[src/rtl/bcd_modn_counter.sv]
// Parameterized multi-digit BCD up/down counter with a [MIN_VAL, MAX_VAL] range,
// validated synchronous load, a combinational cascade terminal count and registered wrap/error pulses.

module bcd_digit_step (
  input  logic [3:0] dig,
  input  logic       up,
  input  logic       cin,
  output logic [3:0] nxt
);
  always_comb begin
    nxt = dig;
    if (cin) begin
      if (up) nxt = (dig == 4'd9) ? 4'd0 : dig + 4'd1;
      else    nxt = (dig == 4'd0) ? 4'd9 : dig - 4'd1;
    end
  end
endmodule

module bcd_modn_counter #(
  parameter int DIGITS  = 2,
  parameter int MIN_VAL = 0,
  parameter int MAX_VAL = 59
) (
  input  logic                clk,
  input  logic                reset,
  input  logic                ena,
  input  logic                up,
  input  logic                load,
  input  logic [4*DIGITS-1:0] d,
  output logic [4*DIGITS-1:0] q,
  output logic                tc,
  output logic                co,
  output logic                load_err
);
  localparam int W = 4*DIGITS;

  if (DIGITS < 1 || DIGITS > 4 || MIN_VAL < 0 || MIN_VAL >= MAX_VAL ||
      MAX_VAL > 10**DIGITS - 1) begin : g_param_err
    $error("bcd_modn_counter: illegal DIGITS/MIN_VAL/MAX_VAL combination");
  end

  function automatic logic [W-1:0] to_bcd(input int v);
    logic [W-1:0] r;
    int t;
    r = '0;
    t = v;
    for (int i = 0; i < DIGITS; i++) begin
      r[4*i +: 4] = 4'(t % 10);
      t = t / 10;
    end
    return r;
  endfunction

  localparam logic [W-1:0] MIN_BCD = to_bcd(MIN_VAL);
  localparam logic [W-1:0] MAX_BCD = to_bcd(MAX_VAL);

  logic              at_min, at_max;
  logic [DIGITS-1:0] cin;
  logic [W-1:0]      q_step;
  int                d_val;
  logic              d_digs_ok, d_ok;

  assign at_min = (q == MIN_BCD);
  assign at_max = (q == MAX_BCD);
  assign tc     = ena & (up ? at_max : at_min);

  // A digit steps only when every lower digit is at its rollover edge (9 up, 0 down).
  for (genvar i = 0; i < DIGITS; i++) begin : g_dig
    if (i == 0) begin : g_lsd
      assign cin[i] = 1'b1;
    end else begin : g_upper
      assign cin[i] = cin[i-1] & (up ? (q[4*(i-1) +: 4] == 4'd9)
                                     : (q[4*(i-1) +: 4] == 4'd0));
    end
    bcd_digit_step u_step (
      .dig (q[4*i +: 4]),
      .up  (up),
      .cin (cin[i]),
      .nxt (q_step[4*i +: 4])
    );
  end

  always_comb begin
    d_val     = 0;
    d_digs_ok = 1'b1;
    for (int i = DIGITS-1; i >= 0; i--) begin
      d_val = d_val*10 + int'(d[4*i +: 4]);
      if (d[4*i +: 4] > 4'd9) d_digs_ok = 1'b0;
    end
    d_ok = d_digs_ok && (d_val >= MIN_VAL) && (d_val <= MAX_VAL);
  end

  always_ff @(posedge clk) begin
    if (reset) begin
      q        <= MIN_BCD;
      co       <= 1'b0;
      load_err <= 1'b0;
    end else begin
      co       <= 1'b0;
      load_err <= 1'b0;
      if (load) begin
        if (d_ok) q <= d;
        else      load_err <= 1'b1;
      end else if (ena) begin
        if (up ? at_max : at_min) begin
          q  <= up ? MIN_BCD : MAX_BCD;
          co <= 1'b1;
        end else begin
          q  <= q_step;
        end
      end
    end
  end
endmodule

[config.mk]
export PLATFORM = sky130hd
export DESIGN_NAME = bcd_modn_counter
export DESIGN_NICKNAME = d
export VERILOG_FILES = /design/src/rtl/bcd_modn_counter.sv
export SDC_FILE = /design/constraint.sdc
export NUM_CORES = 1
export LEC_CHECK = 0
export ABC_AREA = 1
export CAP_MARGIN = 20
export CORE_MARGIN = 10
export CORE_UTILIZATION = 50
export DETAILED_ROUTE_END_ITERATION = 8
export HOLD_SLACK_MARGIN = 0.05
export PLACE_DENSITY = 0.81
export SLEW_MARGIN = 20
export SYNTH_ARGS = -nofsm -noshare
export SYNTH_HDL_FRONTEND = slang
export SYNTH_SLANG_ARGS = --single-unit
export TNS_END_PERCENT = 1
[constraint.sdc]
create_clock -name clk -period 4.1 [get_ports clk]
set_input_delay 0.82 -clock clk [delete_from_list [all_inputs] [get_ports clk]]
set_output_delay 0.82 -clock clk [all_outputs]
set_load 0.05 [all_outputs]
==> results.json <==
{
  "path_common_cell": "clkdlybuf4s50_1",
  "vias": 1245,
  "worst_slew_pin_slew_ns": 0.511,
  "pre_cts_ws_ns": 0.398,
  "r2r-start": "q[0]",
  "outcome": "finished, final reports clean",
  "required_ns": 3.28,
  "r2r_cells": 11,
  "worst_ep_arrival_time_ns": 2.94,
  "start_kind": "primary input",
  "grt_pass1_vias": 1120,
  "drc_errors": 0,
  "cts_resized": 0,
  "dieArea_mm2": 0.00461,
  "overflow": 0,
  "hold_path.class": "flop to flop",
  "cts-root-buf": "clkbuf_4",
  "yosysSeqAreaShare": 0.174,
  "fin_area_mm2": 0.00145,
  "r2r_slack_ns": 2.29,
  "post_cts_buffers": 0,
  "cpPeakStageDelay_ns": 0.81,
  "path_class": "primary input to primary output",
  "syn_area_mm2": 0.00115,
  "p_leak_nw": 0.694,
  "fin_skew_ns": 0.000995,
  "core_mm2": 0.00219,
  "cts_tree": "yes",
  "synth.distinct_cells": 28,
  "port_buffers": 23,
  "viasPerCell": 5.34,
  "fmax_mhz": 266,
  "timing.slew.headroom": 0.658,
  "timing.rr.end": "q[1]",
  "final.period_utilization": 0.916,
  "fp-row-count": 17,
  "antenna_found_initial": 0,
  "worstHoldPathCells": 2,
  "diodes": 0,
  "ys_warn_count": 0,
  "ir_worst_vdd_uv": 354,
  "clkTransAtPathRegs_ns": 0.06,
  "grt_use_met1": 0.151,
  "tns_ns": 0,
  "setup_viol": 0,
  "fin_nets": 231,
  "chipHeight_um": 67.9,
  "crit_fanout": 8,
  "yosys_register_bits": 10,
  "start_util": 0.524,
  "syn_to_final_growth_pct": 26.0,
  "syn_avg_cell_area_um2": 6.41,
  "gp_congestion": 0.887,
  "syn-num-nets": 204,
  "synth_top_flop_cell": "dfxtp_1",
  "drt-initial-drc-count": 85,
  "slew_viol_final": 0,
  "grt_max_degree": 13,
  "crit_chain": "clkdlybuf4s50_1 -> inv_2 -> nand2_1 -> nor2_2 -> nand2_4 -> nand2_2 -> inv_1 -> nor2_1 -> clkdlybuf4s50_1",
  "layout-drive-gt1-share": 0.132,
  "ant_nets": 0,
  "first_pass_iters": 6,
  "grtUsageMet3": 0.0440,
  "drt_wl_total_mm": 2.99,
  "synth_edf_count": 0,
  "crit_path_top_delay_cell": "clkdlybuf4s50_1",
  "rsz0062_at_grt": "false",
  "cap_violations": 0,
  "wl_per_cell_um": 12.8,
  "hp-start": "q[1]",
  "grt_use_met2": 0.236,
  "hold_end": "q[1]",
  "syn_inst": 179,
  "busiest_layer": "met2",
  "ios": 24,
  "cts.path.max_buffers": 2,
  "grtUsageTotal": 0.134,
  "fin_crit_ns": 3.76,
  "htreeDepth": 1,
  "power_density_mw_per_mm2": 304,
  "clkSinkCount": 10,
  "grt_first_pass_wirelength_mm": 4.92,
  "fillCellCount": 201,
  "hold_viol_final": 0,
  "place_hpwl_mm": 2.45,
  "cp-end-kind": "primary output",
  "hold_buffers": 0,
  "cts-buffers-inserted": 3,
  "die_w_um": 67.9,
  "fin_ws_ns": 0.345,
  "clock_latency_ns": 0.27,
  "ys_async_sr_fraction": 0,
  "dpl_cell_area_mm2": 0.00141
}
## per-stage QoR
step	std cells	util	hold WS [ns]	power, W
finish	233	0.660	0.544	0.000439
global route	233	0.660	0.581	0.000474
CTS	233	0.660	0.552	0.000440
detailed placement	229	0.643	0.535	0.000351
global placement	229	0.643	0.530	0.000346
floorplan	179	-	0.727	0.000286
## per-layer routing
layer / vias to the layer above / share of wire
li1: 640 / -
met1: 557 / 0.43
met2: 44 / 0.49
met3: 4 / 0.062
met4: 0 / 0.015
met5: - / 0
## layout make-up
| type | instances | area [um^2] | share of cell area |
|---|---|---|---|
| Tap cell | 28 | 35.0 | 0.0242 |
| Sequential cell | 10 | 200 | 0.139 |
| Inverter | 28 | 105 | 0.0727 |
| Clock buffer | 4 | 36.3 | 0.0251 |
| Multi-Input combinational cell | 140 | 838 | 0.580 |
| Timing Repair Buffer | 23 | 230 | 0.159 |
## worst max-delay path, delay by kind of cell
family        cells  cell delay, ns
buf+inv           4            1.56
simple gates      5            0.55
## worst max-delay path by stage
stage,startpoint,to,slack [ns]
CTS,up,tc,0.39
global route,up,tc,0.26
detailed placement,up,tc,0.40
global placement,up,tc,0.46
finish,up,tc,0.34
floorplan,q[0],tc,1.18
## synth_stat cells, types with 2 or more instances
master    count  share of area
nor4_1        2          0.011
nor2_2        3          0.016
xor2_1        2          0.015
nand3_1      10          0.044
nand2_4       3          0.029
nand4_1       6          0.033
o21ai_0       8          0.035
a21oi_1      12          0.052
ha_1         10           0.11
nand3_2       3          0.026
nand2_2       4          0.022
fa_1          2          0.035
nor2_1       21          0.069
nand2_1      42           0.14
inv_1        22          0.072
inv_2         6          0.020
o211ai_1      2          0.013
dfxtp_1      10           0.17
xnor2_1       2          0.015
## power breakdown
group / switching, W / internal (W) / total [W]
Sequential: 0.0000151 / 0.000107 / 0.000122
Clock: 0.0000344 / 0.0000540 / 0.0000884
Combinational: 0.000144 / 0.0000843 / 0.000228
Total: 0.000193 / 0.000246 / 0.000439
## cells in the final DEF, fill, tap and decap left out, types with 3 or more instances in the layout
cell type	count
nand2_1	42
clkdlybuf4s50_1	23
inv_1	22
nor2_1	21
a21oi_1	12
nand3_1	10
ha_1	10
dfxtp_1	10
o21ai_0	8
inv_2	6
nand4_1	6
nand2_2	4
nand3_2	3
nor2_2	3
nand2_4	3
clkbuf_4	3
## state kept, by name, summed over array words and instances, names as in the netlist
| register | count |
|---|---|
| q | 8 |
| co | 1 |
| load_err | 1 |
## kinds of logic after synthesis
logic type / count (synthesis) / share of synthesized area
AND/OR/NAND/NOR: 96 / 0.412
buffers and inverters: 29 / 0.0949
AO/OA/AOI/OAI: 27 / 0.135
adder cells (fa/ha/maj): 12 / 0.144
flip-flops: 10 / 0.174
XOR/XNOR: 4 / 0.0305
multiplexers: 1 / 0.00872
Note: power is estimated with default switching activity, not from simulation.
